`src/rtl/lcd_rx_pkg.sv`:
```
// Shared types and field widths for the LCD horizontal-timing receiver.
// Latency: n/a (types, constants and pure functions only).
// Backpressure: n/a.
package lcd_rx_pkg;

   // Horizontal phase of the line currently being observed
   typedef enum logic [2:0] {
      PH_IDLE,
      PH_SYNC,
      PH_BP,
      PH_ACT,
      PH_FP
   } phase_t;

   localparam int unsigned PIX_PER_PPL = 16;  // pixels represented by one PPL step
   localparam int          HFIELD_W    = 8;   // HSW/HBP/HFP register width
   localparam int          PPL_W       = 6;   // PPL register width

   // PPL register encoding: groups of 16 pixels minus one, truncated to the field
   function automatic logic [PPL_W-1:0] ppl_code(input logic [31:0] pix);
      logic [31:0] groups;
      groups = (pix / PIX_PER_PPL) - 32'd1;
      return groups[PPL_W-1:0];
   endfunction

   // A line whose active width is not a whole number of PPL groups cannot be encoded exactly
   function automatic logic ppl_misaligned(input logic [31:0] pix);
      return (pix % PIX_PER_PPL) != 32'd0;
   endfunction

endpackage

```
`src/rtl/lcd_edge_det.sv`:
```
// Registers one panel input and flags its rising edge.
// Latency: q is one HCLK behind din; rise is combinational from q and its previous sample.
// Backpressure: none; free-running observer.
module lcd_edge_det (
   input  logic HCLK,
   input  logic HRESET,
   input  logic din,
   output logic q,
   output logic rise
);

   logic       q_prev;
   logic [1:0] armed;  // armed[1] means q_prev holds a real post-reset sample

   // Sample the input and keep one cycle of history; a level already high at reset is not an edge
   always_ff @(posedge HCLK or posedge HRESET) begin
      if (HRESET) begin
         q      <= 1'b0;
         q_prev <= 1'b0;
         armed  <= 2'b00;
      end else begin
         q      <= din;
         q_prev <= q;
         armed  <= {armed[0], 1'b1};
      end
   end

   assign rise = armed[1] & q & ~q_prev;

endmodule

```
`src/rtl/lcd_timing_rx.sv`:
```
// Measures LCD horizontal timing: DCLK divider, HSW/HBP/PPL/HFP and line length in HCLK.
// Latency: line_valid and results appear two HCLK after the closing lp edge reaches the pins.
// Backpressure: none; observe-only, each published line overwrites the previous one.
module lcd_timing_rx
   import lcd_rx_pkg::*;
#(
   parameter int CNT_W = 16,
   parameter int DIV_W = 10
) (
   input  logic                HCLK,
   input  logic                HRESET,
   input  logic                lcd_dclk,
   input  logic                lcd_lp,
   input  logic                lcd_enab,
   output logic [DIV_W-1:0]    meas_clkdiv,
   output logic [HFIELD_W-1:0] meas_hsw,
   output logic [HFIELD_W-1:0] meas_hbp,
   output logic [HFIELD_W-1:0] meas_hfp,
   output logic [PPL_W-1:0]    meas_ppl,
   output logic [CNT_W-1:0]    line_hclk,
   output logic                line_valid,
   output logic                err_seq,
   output logic                err_ppl,
   output logic                err_ovf
);

   localparam logic [CNT_W-1:0] CNT_ONE = CNT_W'(1);

   // Counters stick at all-ones so an overlong phase is still visible as a saturated value
   function automatic logic [CNT_W-1:0] sat_inc(input logic [CNT_W-1:0] v);
      return (&v) ? v : v + CNT_ONE;
   endfunction

   logic             dclk_q, dclk_rise;
   logic             lp_q, lp_rise;
   logic             enab_q, enab_rise;
   logic             unused_ok;

   phase_t           state, state_nxt;
   logic [CNT_W-1:0] per_cnt, line_cnt;
   logic [CNT_W-1:0] sync_cnt, bp_cnt, act_cnt, fp_cnt;
   logic [CNT_W-1:0] sync_nxt, bp_nxt, act_nxt, fp_nxt;
   logic             line_bad;   // current line already broke sequence; do not publish it
   logic             publish, seq_err, mark_bad;

   lcd_edge_det u_dclk (.HCLK(HCLK), .HRESET(HRESET), .din(lcd_dclk), .q(dclk_q), .rise(dclk_rise));
   lcd_edge_det u_lp   (.HCLK(HCLK), .HRESET(HRESET), .din(lcd_lp),   .q(lp_q),   .rise(lp_rise));
   lcd_edge_det u_enab (.HCLK(HCLK), .HRESET(HRESET), .din(lcd_enab), .q(enab_q), .rise(enab_rise));

   // Edge outputs this block does not consume
   assign unused_ok = &{1'b0, dclk_q, enab_rise};

   // Phase decisions: a line edge always wins over a coincident DCLK and opens a new SYNC
   always_comb begin
      state_nxt = state;
      sync_nxt  = sync_cnt;
      bp_nxt    = bp_cnt;
      act_nxt   = act_cnt;
      fp_nxt    = fp_cnt;
      publish   = 1'b0;
      seq_err   = 1'b0;
      mark_bad  = 1'b0;
      if (lp_rise) begin
         state_nxt = PH_SYNC;
         sync_nxt  = dclk_rise ? CNT_ONE : '0;
         bp_nxt    = '0;
         act_nxt   = '0;
         fp_nxt    = '0;
         case (state)
            PH_BP, PH_ACT: seq_err = 1'b1;
            PH_FP:         publish = ~line_bad;
            default:       ;
         endcase
      end else if (dclk_rise) begin
         case (state)
            PH_SYNC: begin
               if (enab_q) begin
                  seq_err  = 1'b1;
                  mark_bad = 1'b1;
                  sync_nxt = CNT_ONE;
                  bp_nxt   = '0;
                  act_nxt  = '0;
                  fp_nxt   = '0;
               end else if (!lp_q) begin
                  state_nxt = PH_BP;
                  bp_nxt    = CNT_ONE;
               end else begin
                  sync_nxt = sat_inc(sync_cnt);
               end
            end
            PH_BP: begin
               if (enab_q) begin
                  state_nxt = PH_ACT;
                  act_nxt   = CNT_ONE;
               end else begin
                  bp_nxt = sat_inc(bp_cnt);
               end
            end
            PH_ACT: begin
               if (!enab_q) begin
                  state_nxt = PH_FP;
                  fp_nxt    = CNT_ONE;
               end else begin
                  act_nxt = sat_inc(act_cnt);
               end
            end
            PH_FP:   fp_nxt = sat_inc(fp_cnt);
            default: ;
         endcase
      end
   end

   // Phase state, phase counters and the discard flag for a broken line
   always_ff @(posedge HCLK or posedge HRESET) begin
      if (HRESET) begin
         state    <= PH_IDLE;
         sync_cnt <= '0;
         bp_cnt   <= '0;
         act_cnt  <= '0;
         fp_cnt   <= '0;
         line_bad <= 1'b0;
      end else begin
         state    <= state_nxt;
         sync_cnt <= sync_nxt;
         bp_cnt   <= bp_nxt;
         act_cnt  <= act_nxt;
         fp_cnt   <= fp_nxt;
         if (lp_rise) begin
            line_bad <= 1'b0;
         end else if (mark_bad) begin
            line_bad <= 1'b1;
         end
      end
   end

   // DCLK period in HCLK; a period is only reported once two rises have been seen
   always_ff @(posedge HCLK or posedge HRESET) begin
      if (HRESET) begin
         per_cnt     <= '0;
         meas_clkdiv <= '0;
      end else if (dclk_rise) begin
         per_cnt <= CNT_ONE;
         if (per_cnt != '0) begin
            meas_clkdiv <= DIV_W'(per_cnt - CNT_ONE);
         end
      end else if (per_cnt != '0) begin
         per_cnt <= sat_inc(per_cnt);
      end
   end

   // HCLK cycles since the last line edge; idle until the first edge after reset
   always_ff @(posedge HCLK or posedge HRESET) begin
      if (HRESET) begin
         line_cnt <= '0;
      end else if (lp_rise) begin
         line_cnt <= CNT_ONE;
      end else if (state != PH_IDLE) begin
         line_cnt <= sat_inc(line_cnt);
      end
   end

   // Latch the finished line's results together with a one-cycle valid strobe
   always_ff @(posedge HCLK or posedge HRESET) begin
      if (HRESET) begin
         meas_hsw   <= '0;
         meas_hbp   <= '0;
         meas_hfp   <= '0;
         meas_ppl   <= '0;
         line_hclk  <= '0;
         line_valid <= 1'b0;
      end else begin
         line_valid <= publish;
         if (publish) begin
            meas_hsw  <= HFIELD_W'(sync_cnt - CNT_ONE);
            meas_hbp  <= HFIELD_W'(bp_cnt - CNT_ONE);
            meas_hfp  <= HFIELD_W'(fp_cnt - CNT_ONE);
            meas_ppl  <= ppl_code(32'(act_cnt));
            line_hclk <= line_cnt;
         end
      end
   end

   // Sticky error flags, cleared only by reset
   always_ff @(posedge HCLK or posedge HRESET) begin
      if (HRESET) begin
         err_seq <= 1'b0;
         err_ppl <= 1'b0;
         err_ovf <= 1'b0;
      end else begin
         err_seq <= err_seq | seq_err;
         err_ppl <= err_ppl | (publish & ppl_misaligned(32'(act_cnt)));
         err_ovf <= err_ovf | (&per_cnt) | (&line_cnt) | (&sync_cnt)
                            | (&bp_cnt) | (&act_cnt) | (&fp_cnt);
      end
   end

endmodule

```
`config.mk`:
```
export PLATFORM = sky130hd
export DESIGN_NAME = lcd_timing_rx
export DESIGN_NICKNAME = d
export VERILOG_FILES = /design/src/rtl/lcd_rx_pkg.sv /design/src/rtl/lcd_edge_det.sv /design/src/rtl/lcd_timing_rx.sv
export SDC_FILE = /design/constraint.sdc
export NUM_CORES = 1
export LEC_CHECK = 0
export ABC_CLOCK_PERIOD_IN_PS = 7400
export CAP_MARGIN = 20
export CORE_MARGIN = 2
export CORE_UTILIZATION = 35
export DETAILED_ROUTE_END_ITERATION = 7
export GPL_TIMING_DRIVEN = 0
export PLACE_DENSITY_LB_ADDON = 0.1
export SLEW_MARGIN = 20
export SYNTH_ARGS = -nofsm -noshare
export SYNTH_HDL_FRONTEND = slang
export SYNTH_SLANG_ARGS = --single-unit
```
`constraint.sdc`:
```
create_clock -name HCLK -period 7.4 [get_ports HCLK]
set_clock_uncertainty 0.05 [all_clocks]
set_input_delay 1.48 -clock HCLK [delete_from_list [all_inputs] [get_ports HCLK]]
set_output_delay 1.48 -clock HCLK [all_outputs]
set_load 0.03 [all_outputs]
```
---- Word-level counts from Yosys, hierarchy flattened ----
Cells that the tools add are included.
cells by class
  bitwise logic cells ..................... 16
  multiplexer cells ....................... 49
  $add $sub $neg .......................... 11
  eq/ne operators ......................... 18
  reduce and logical (&&, ||, !) cells .... 27
operators with widths
  cell                     number
  $mux W16                 28
  $add A16 B1 Y16 const B  6
  $pmux W16 S3             2
  $reduce_and A16 Y1       6
  $pmux W16 S2             1
  $reduce_bool A32 Y1      1
  $sub A8 B1 Y8 const B    3
  $ne A3 B3 Y1 const B     7
  $mux W3                  6
  $reduce_bool A16 Y1      1
  $ne A3 B2 Y1 const B     4
  $reduce_and A6 Y1        2
  $mux W1                  11
  $reduce_and A5 Y1        2
  $reduce_bool A2 Y1       5
  $sub A10 B1 Y10 const B  1
  $pmux W3 S3              1
  $reduce_bool A3 Y1       3
  $or A1 B1 Y1             8
  $reduce_bool A4 Y1       2
  $eq A3 B2 Y1 const B     2
  $reduce_and A2 Y1        3
  $sub A6 B1 Y6 const B    1
  $and A1 B1 Y1            5
  7 further kinds          10
storage, ports and cells
  output and inout port bits .............. 60
  word-level logic and storage cells ...... 146
  register bits after elaboration ......... 169
  input port bits ......................... 5

---- Depth between registers and ports, before layout ----
Gate-level depths: netlist of the first run.
  word-level depth ........................ 7
  depth in mapped cells ................... 10

---- Modules after synthesis ----
From an unflattened synthesis of the first run, not the netlist that was laid out.
second synthesis, totals
  cell total of the unflattened synthesis .. 987
  area total of the unflattened synthesis .. 9038.7 um^2
by module, submodules not included
  module         area an instance (um^2)  cells each  instances
  lcd_timing_rx  8689.6                   966         1
  lcd_edge_det   116.4                    7           3

---- Least setup slack after synthesis of the first run ----
Ideal clock, no wire load.
  kind .................................... reg2reg
  start ................................... register line_cnt[0]
  end ..................................... register line_cnt[6]
  stages on the path, launching flop included .. 8
  buffers on the path ..................... 1
  slack ................................... 5263 ps
  clock period less this slack ............ 2137 ps
  arrival ................................. 1967 ps
  cell sequence ........................... dfrtp_1 > ha_1 > and4_1 > clkbuf_1 > and3_1 > a21oi_1 > a31oi_1 > a41o_1
on the way
  word-level cells in the longest chain between the ends .. 4
  elaborated cells on any way between the ends .. 7
  classes of those cells .................. 1 x add/sub; 1 x eq/ne; 3 x mux; 2 x reduce/logical
ends and longest elaborated chain
  item                    RTL line              source
  start, declared         lcd_timing_rx.sv:40   logic [CNT_W-1:0] per_cnt, line_cnt;
  start signal, assigned  lcd_timing_rx.sv:158  line_cnt <= sat_inc(line_cnt);
  $add A16 B1 Y16         lcd_timing_rx.sv:31   return (&v) ? v : v + CNT_ONE;
  $mux W16                lcd_timing_rx.sv:31
  $mux W16                lcd_timing_rx.sv:157  end else if (state != PH_IDLE) begin
  $mux W16                lcd_timing_rx.sv:155  end else if (lp_rise) begin
Several ways; a longest one is shown, not always the timed one. The select of a mux whose other input is x is not followed.
A chain may end at the register's enable or synchronous reset.

---- Final worst setup path of the first run ----
  start ................................... register err_seq
  end ..................................... output port err_seq
RTL lines
  item                    RTL line              source
  start, declared         lcd_timing_rx.sv:22   output logic err_seq,
  start signal, assigned  lcd_timing_rx.sv:190  err_seq <= err_seq | seq_err;
No word-level cell between the ends.

==> qor.yml, run 1 <==
drv_cap: 0
synth_nets: 1019
drc_errors: 0
min_period_over_period_pct: 41.42
dpl_worst_slack_ns: 4.459
clock-sinks: 167
critPathKind: "reg -> out"
power.net_switching_mw: 1.025
path_cells: "clkdlybuf4s50_1"
placed_cell_area_um2: 9938
gp_congestion: 0.8584
synth.area.top_cells: "dfrtp_1, nand2_1, o21ai_0, xnor2_1, nor2_1"
crit_fanout: 2
syn_area_um2: 8843
arrival_ns: 1.53
fin_tns_setup_ns: 0
grt_pass1_wl_mm: 38.78
core_area_um2: 24960
numCtsBuffers: 17
synth_top_area_share_pct: 47.26
nets: 1103
p_leak_nw: 4.427
drive_gt1_share_pct: 5.287
grtUsageTotal_pct: 18.27
crit_buf_inv: 1
drv_slew: 0
power_frac_clock_pct: 32.5
wl_met1_mm: 11.61
final_cell_area_um2: 10560
dpl.hpwl_mm: 16.33
grt_pass1_vias: 7287
seqPwrFrac_pct: 39.1
clockBufferDepth: 2
seq_area_frac_synth_pct: 47.26
synthToLayoutAreaGrowth_pct: 19.43
slew_headroom_pct: 32.50
outcome: "finished clean"
start_util_pct: 35.43
fmax_mhz: 326.3
clkTransAtPathRegs_ns: 0.07
vdd_drop_max_v: 0.0001379
postCtsSetupBuffers: 0
setup_viol: 0
worst_skew_pair.late_latency_ns: 0.44
postLayoutSetupSlackWorst_ns: 4.335
hold_viol: 0
fin_crit_ns: 3.065
swShare_pct: 35.83
fp.dieW_um: 163.0
final_common_cell: "dfrtp_1"
grt_max_degree: 100
most-common-layout-cells: "dfrtp_1, nand2_1, o21ai_0"
wl_met2_mm: 10.75
yosysWarnings: 0
cts_resized: 0
synth_flop_cell: "dfrtp_1"
synth_cell_type_count: 64
dr.pass1.iters: 5
p_per_area_nw_per_um2: 270.9
cp-start-kind: "register"
critical-path-top-delay-family: "buffers and inverters"
io_pins: 65
avgViaCountPerCell: 5.317
antenna_found_initial: 0
cts_tree: "yes"
portBuffers: 64
yosysTopAreaCell: "dfrtp_1"
antenna_left: 0
synth_edf_count: 0
combPwrFrac_pct: 28.4
fill_cells: 2562
setup.worst_path.end_class: "output pin"
htreeDepth: 4
crit_required_ns: 5.87
r2r_slack_ns: 4.61
num_rows: 58
syn_area_per_cell_um2: 8.843
vias: 7587
wl_mm: 23.43
die-height_um: 163.0
drtIter0Drc: 568
rsz0062_at_grt: "false"
cpMaxStageDelayCell: "clkdlybuf4s50_1"
syn-instance-count: 1000
overflow: 0
diodes: 0
ys_seq_elements: 167
route.top_layer_used: "met4"
hold_path.class: "reg -> reg"
worstMarginPinSlew_ns: 1.005
wl_per_cell_um: 16.42
crit_path_max_incr_delay_ns: 0.70
cts_hold_buf: 0
cts_root_buf: "clkbuf_16"
final_core_util_pct: 42.31
p_int_mw: 1.836
dieArea_um2: 26550
wl_met3_um: 678
async_reset_ff_share_pct: 100.0
-- cell families (layout without fill, tap and decap cells) --
kind of cell	count (synthesis)	after routing	share of synthesized area, %
compound gates	243	243	17.22
xor+xnor	49	49	4.853
fa+ha+maj	14	14	1.981
buf+inv	91	188	4.117
flops	167	167	47.26
mux	6	6	0.6791
other cells	1	1	0.04240
simple gates	429	429	23.85
-- registers in the layout, summed over array words and instances, names as in the netlist, 3 cells and up --
name,flops
meas_ppl,6
meas_hfp,8
fp_cnt,16
line_hclk,16
meas_hsw,8
per_cnt,16
meas_clkdiv,10
meas_hbp,8
state,3
line_cnt,16
bp_cnt,16
act_cnt,16
sync_cnt,16
-- area by class of cell --
cell class	count	area (um2)	share of cell area, %
multi-input cells	742	4307	40.78
well taps	330	412.9	3.909
flip-flops and latches	167	4179	39.57
inverters	25	101.3	0.9596
clock buffers	17	425.4	4.028
plain buffers	66	270.3	2.559
repair buffers	65	668.1	6.326
clock inverters	15	197.7	1.872
-- Yosys cell counts (14+ instances only) --
cell type,count
dfrtp_1,167
nand2_1,156
o21ai_0,85
nor2_1,72
clkbuf_1,51
a21oi_1,46
nand3_1,42
xnor2_1,39
a31oi_1,31
nand4_1,31
nor3_1,26
inv_1,25
and3_1,21
ha_1,14
-- metrics by stage --
stage / hold slack, ns / cells / total power [mW]
finish: 0.3012 / 1427 / 2.861
global route: 0.3087 / 1427 / 3.042
CTS: 0.2988 / 1427 / 2.901
detailed placement: 0.2879 / 1395 / 1.953
global placement: 0.2813 / 1394 / 1.945
floorplan: 0.2812 / 1000 / 1.683
-- routing by layer --
layer  vias to the layer above  global-route usage [%]
li1                       3769                       -
met1                      3649                   25.93
met2                       149                   28.81
met3                        20                   3.056
met4                         0                   5.149
met5                         -                       0
-- worst paths after layout --
path,to,from,depth (start not counted)
worst max-delay path,err_seq,err_seq,1
worst min-delay path,u_dclk.armed[1],u_lp.armed[0],0
worst max register to register,fp_cnt[12],u_dclk.q,7
worst min register to register,u_dclk.armed[1],u_lp.armed[0],0
max in group asynchronous,fp_cnt[11],HRESET,3
min in group asynchronous,sync_cnt[2],HRESET,2
-- power by group through the flow --
stage | Sequential, mW | Combinational [mW] | Clock [mW]
after floorplan | 1.23 | 0.456 | 0
after global placement | 1.13 | 0.810 | 0
after detailed placement | 1.14 | 0.815 | 0
after CTS | 1.12 | 0.821 | 0.961
after global routing | 1.14 | 0.906 | 0.998
final | 1.12 | 0.813 | 0.930
No activity file was read; power rests on OpenSTA's default activity.
==> run 2: changes to the inputs <==
Settings changed: ABC_CLOCK_PERIOD_IN_PS 7400 to 2600.
Clock period 7.4 ns to 2.6 ns, I/O delays scaled along.
==> run 2 against run 1 <==
Compared with the run above: cell area increased by 1.8%; critical endpoint is now sync_cnt[15]; sequential power rose to 2.8 times the previous value; combinational power grew to 2.9 times the previous value.
==> qor.yml, run 2 (same netlist as run 1, synthesis figures left out) <==
dpl.hpwl_mm: 16.86  # was 16.33 mm
cp-start-kind: "register"  # unchanged
holdWs_ns: 0.2946  # was 0.3012 ns
crit_required_ns: 2.89  # was 5.87 ns
dpl_worst_slack_ns: -0.1474  # was 4.459 ns
critPathKind: "reg -> reg"  # was reg -> out
core_area_um2: 24960  # unchanged
cts_hold_buf: 0  # unchanged
arrival_ns: 2.76  # was 1.53 ns
drv_slew: 0  # unchanged
wl_mm: 23.81  # was 23.43 mm
setup.worst_path.end_class: "register"  # was output pin
numCtsBuffers: 17  # unchanged
antenna_found_initial: 0  # unchanged
outcome: "finished clean"  # unchanged
avgViaCountPerCell: 5.367  # was 5.317
cts_root_buf: "clkbuf_16"  # unchanged
hold_viol: 0  # unchanged
nets: 1110  # was 1,103
cts_tree: "yes"  # unchanged
rsz0062_at_grt: "false"  # unchanged
clkTransAtPathRegs_ns: 0.07  # about the same
diodes: 0  # unchanged
grt_pass1_wl_mm: 39.27  # was 38.78 mm
final_cells: 1434  # was 1,427
p_leak_nw: 4.527  # was 4.427 nW
vias: 7696  # was 7,587
fp.dieW_um: 163.0  # unchanged
min_period_over_period_pct: 94.99
dr.pass1.iters: 5  # unchanged
drv_cap: 0  # unchanged
postLayoutSetupSlackWorst_ns: 0.1303  # was 4.335 ns
fmax_mhz: 404.9
die-height_um: 163.0  # unchanged
placed_cell_area_um2: 10030  # was 9938 um2
start_util_pct: 35.43  # unchanged
worst_skew_pair.late_latency_ns: 0.43  # was 0.44 ns
fin_crit_ns: 2.470
worstMarginPinSlew_ns: 0.9359  # was 1.005 ns
gp_congestion: 0.8643  # was 0.8584
overflow: 0  # unchanged
grt_pass1_vias: 7326  # was 7,287
io_pins: 65  # unchanged
final_cell_area_um2: 10750  # was 10,560 um2
most-common-layout-cells: "dfrtp_1, nand2_1, o21ai_0"  # unchanged
clock-sinks: 167  # unchanged
portBuffers: 64  # unchanged
vdd_drop_max_v: 0.0004541  # was 0.0001379 V
wl_per_cell_um: 16.60  # was 16.42 um
grtUsageTotal_pct: 18.51  # was 18.27%
dp_cells: 1400  # was 1,395
clockBufferDepth: 2  # unchanged
final_common_cell: "dfrtp_1"  # unchanged
drtIter0Drc: 469  # was 568
drive_gt1_share_pct: 7.337  # was 5.287%
final_core_util_pct: 43.07  # was 42.31%
htreeDepth: 4  # unchanged
antenna_left: 0  # unchanged
dieArea_um2: 26550  # unchanged
grt_max_degree: 28  # was 100
slew_headroom_pct: 37.13  # was 32.50%
num_rows: 58  # unchanged
crit_fanout: 10  # was 2
p_per_area_nw_per_um2: 767.2  # was 270.9 nW/um2
setup_viol: 0  # unchanged
synthToLayoutAreaGrowth_pct: 21.59  # was 19.43%
hold_path.class: "reg -> reg"  # unchanged
drc_errors: 0  # unchanged
==> run 2: where the power goes <==
group	internal, mW	switching, mW	leakage (nW)
Sequential	2.91	0.276	2.26
Clock	1.61	1.12	0.309
Combinational	0.944	1.40	1.96
==> run 2: final cells by class <==
| class | instances | area [um2] |
|---|---|---|
| well taps | 330 | 412.9 |
| plain buffers | 66 | 277.8 |
| clock buffers | 20 | 466.7 |
| repair buffers | 72 | 783.3 |
| fillers | 2479 | 14210 |
| clock inverters | 12 | 166.4 |
| flip-flops and latches | 167 | 4179 |
| multi-input cells | 742 | 4369 |
| inverters | 25 | 97.59 |
==> run 2: what timing repair did <==
| item | CTS | global route |
|---|---|---|
| gates cloned | 0 | 0 |
| endpoints found under the setup margin | 53 | 75 |
| pin swaps | 0 | 1 |
| gates resized for setup | 6 | 16 |
| setup buffers | 0 | 2 |
==> run 2: metrics by stage <==
stage / power [mW] / setup TNS, ns
after floorplan: 4.791 / -16.16
after global placement: 5.537 / -295.19
after detailed placement: 5.571 / -3.107
after CTS: 8.349 / 0
after global routing: 8.758 / 0
final: 8.250 / 0
==> run 2: critical path: stages (launching register included) <==
cell and delay [ns]:
dfrtp_1 0.39, buf_6 0.14, or3b_1 0.42, or4_4 0.55, nor2_1 0.46, nand3_1 0.17
o31ai_1 0.22
==> run 2: final timing paths <==
path / startpoint / endpoint / slack (ns) / cells past startpoint
min: u_lp.armed[0] / u_dclk.armed[1] / 0.29 / 0
min in group asynchronous: HRESET / meas_hfp[4] / 0.44 / 2
max: state[2] / sync_cnt[15] / 0.13 / 6
min reg2reg: u_lp.armed[0] / u_dclk.armed[1] / 0.29 / 0
max reg2reg: state[2] / sync_cnt[15] / 0.13 / 6
max in group asynchronous: HRESET / line_cnt[12] / 1.10 / 5
==> run 2: metal layers <==
metal  share of wire, %  GRT usage, %  up-vias
met3                3.1         2.903       18
met2                 46         29.55      140
li1                   -             -     3790
met5                  0             0        -
met1                 49         26.15     3748
met4                1.5         5.068        0
==> run 3: changes to the inputs <==
Settings changed: GPL_TIMING_DRIVEN 0 to default.
==> run 3 against run 2 <==
Compared with the run above: global-route usage fell by 1.1 points; routed wire length fell by 6.5%; cell area rose by 0.13%; clock-buffer cell count fell by 3; register-to-register slack improved by 0.11 ns; largest cell class unchanged.
==> qor.yml, run 3 (same netlist as run 1, synthesis figures left out) <==
outcome: "finished clean"  # unchanged
path_cells: "or3b_1, or4_4, or2_1, or3_1, o21ai_0"  # was buf_6, or3b_1, or4_4, nor2_1, nand3_1, o31ai_1
critPathKind: "reg -> reg"  # unchanged
cts_resized: 0  # was 6
synthToLayoutAreaGrowth_pct: 21.75  # was 21.59%
overflow: 0  # unchanged
fp.dieW_um: 163.0  # unchanged
dieArea_um2: 26550  # unchanged
most-common-layout-cells: "dfrtp_1, nand2_1, o21ai_0"  # unchanged
cp-start-kind: "register"  # unchanged
clkTransAtPathRegs_ns: 0.07  # about the same
postCtsSetupBuffers: 0  # unchanged
drv_slew: 0  # unchanged
die-height_um: 163.0  # unchanged
antenna_found_initial: 0  # unchanged
min_period_over_period_pct: 90.69  # was 94.99%
seq_area_um2: 4179  # unchanged
drtIter0Drc: 428  # was 469
p_int_mw: 5.723  # was 5.456 mW
fmax_mhz: 424.1  # was 404.9 MHz
worstMarginPinSlew_ns: 0.9995  # was 0.9359 ns
p_leak_nw: 4.572  # was 4.527 nW
numCtsBuffers: 17  # unchanged
clock-sinks: 167  # unchanged
dpl.hpwl_mm: 15.19  # was 16.86 mm
start_util_pct: 35.43  # unchanged
hold_viol: 0  # unchanged
setup.worst_path.end_class: "register"  # unchanged
slew_headroom_pct: 32.86  # was 37.13%
grt_pass1_wl_mm: 37.27  # was 39.27 mm
crit_buf_inv: 0  # was 1
power_frac_clock_pct: 34.8  # was 33.0%
drc_errors: 0  # unchanged
setup_viol: 0  # unchanged
cts_tree: "yes"  # unchanged
diodes: 0  # unchanged
cts_root_buf: "clkbuf_16"  # unchanged
final_cells: 1409  # was 1,434
ff2ff_path_depth: 5  # was 6
avgViaCountPerCell: 5.260  # was 5.367
p_per_area_nw_per_um2: 792.7  # was 767.2 nW/um2
final_common_cell: "dfrtp_1"  # unchanged
io_pins: 65  # unchanged
holdWs_ns: 0.2945  # was 0.2946 ns
vias: 7412  # was 7,696
htreeDepth: 4  # unchanged
crit_path_max_incr_delay_ns: 0.61  # was 0.55 ns
hold_path.class: "reg -> reg"  # unchanged
r2r_slack_ns: 0.24  # was 0.13 ns
cts_hold_buf: 0  # unchanged
grtUsageTotal_pct: 17.39  # was 18.51%
cpMaxStageDelayCell: "dfrtp_1"  # was or4_4
fin_crit_ns: 2.358  # was 2.470 ns
rsz0062_at_grt: "false"  # unchanged
crit_required_ns: 2.90  # was 2.89 ns
fill_cells: 2434  # was 2,479
core_area_um2: 24960  # unchanged
multi_input_area_um2: 4320  # was 4369 um2
antenna_left: 0  # unchanged
total_power_mw: 8.535  # was 8.250 mW
dp_cells: 1377  # was 1,400
portBuffers: 64  # unchanged
combPwrFrac_pct: 27.5  # was 28.4%
arrival_ns: 2.66  # was 2.76 ns
holdPathStages: 0  # unchanged
dr.pass1.iters: 5  # unchanged
power.net_switching_mw: 2.812  # was 2.794 mW
wl_mm: 22.26  # was 23.81 mm
dpl_worst_slack_ns: 0.1596  # was -0.1474 ns
drive_gt1_share_pct: 8.804  # was 7.337%
grt_max_degree: 73  # was 28
final_core_util_pct: 43.13  # was 43.07%
swShare_pct: 32.94  # was 33.87%
num_rows: 58  # unchanged
vdd_drop_max_v: 0.0005441  # was 0.0004541 V
critical-path-top-delay-family: "simple AND/OR/NAND/NOR gates"  # unchanged
drv_cap: 0  # unchanged
postLayoutSetupSlackWorst_ns: 0.2422  # was 0.1303 ns
worst_skew_pair.late_latency_ns: 0.43  # about the same
gp_congestion: 0.8201  # was 0.8643
crit_fanout: 15  # was 10
cp_num_cells: 5  # was 6
seqPwrFrac_pct: 37.7  # was 38.6%
wl_per_cell_um: 15.80  # was 16.60 um
nets: 1085  # was 1,110
grt_pass1_vias: 7171  # was 7,326
clockBufferDepth: 2  # unchanged
run 3: layout make-up:
class	count	area share (%)
multi-input combinational	742	40.13
sequential	167	38.81
timing repair buffer	113	9.948
clock buffer	17	3.951
tap	330	3.835
clock inverter	15	2.417
inverter	25	0.9064
run 3: stage by stage:
step           TNS (ns)  area [um2]
6_report              0       10770
2_1_floorplan    -16.16        8847
3_5_place_dp          0       10070
4_1_cts               0       10760
5_1_grt               0       10770
3_3_place_gp          0       10070
run 3: power by group through the flow:
stage / clock [mW] / combinational [mW] / sequential (mW)
after floorplan: 0 / 1.30 / 3.49
after global placement: 0 / 2.35 / 3.26
after detailed placement: 0 / 2.36 / 3.27
after CTS: 3.05 / 2.37 / 3.22
after global routing: 3.16 / 2.63 / 3.27
final: 2.97 / 2.35 / 3.21
run 3: path summary, 6_finish.rpt:
check | from | to
min in group asynchronous | HRESET | meas_hfp[6]
hold / removal | u_lp.armed[0] | u_dclk.armed[1]
hold reg to reg | u_lp.armed[0] | u_dclk.armed[1]
max in group asynchronous | HRESET | bp_cnt[7]
setup / recovery | state[0] | sync_cnt[9]
setup reg to reg | state[0] | sync_cnt[9]
run 3: worst register-to-register path, cell delays in order, from the launching register on:
cell,delay [ns]
dfrtp_1,0.61
or3b_1,0.42
or4_4,0.53
or2_1,0.27
or3_1,0.34
o21ai_0,0.07
run 3: per-layer routing:
| layer | vias to the layer above | track usage, % | part of all wire, % |
|---|---|---|---|
| met4 | 0 | 3.942 | 0.76 |
| met3 | 18 | 3.158 | 2.4 |
| met2 | 106 | 27.39 | 45 |
| li1 | 3749 | - | - |
| met5 | - | 0 | 0 |
| met1 | 3539 | 24.93 | 51 |
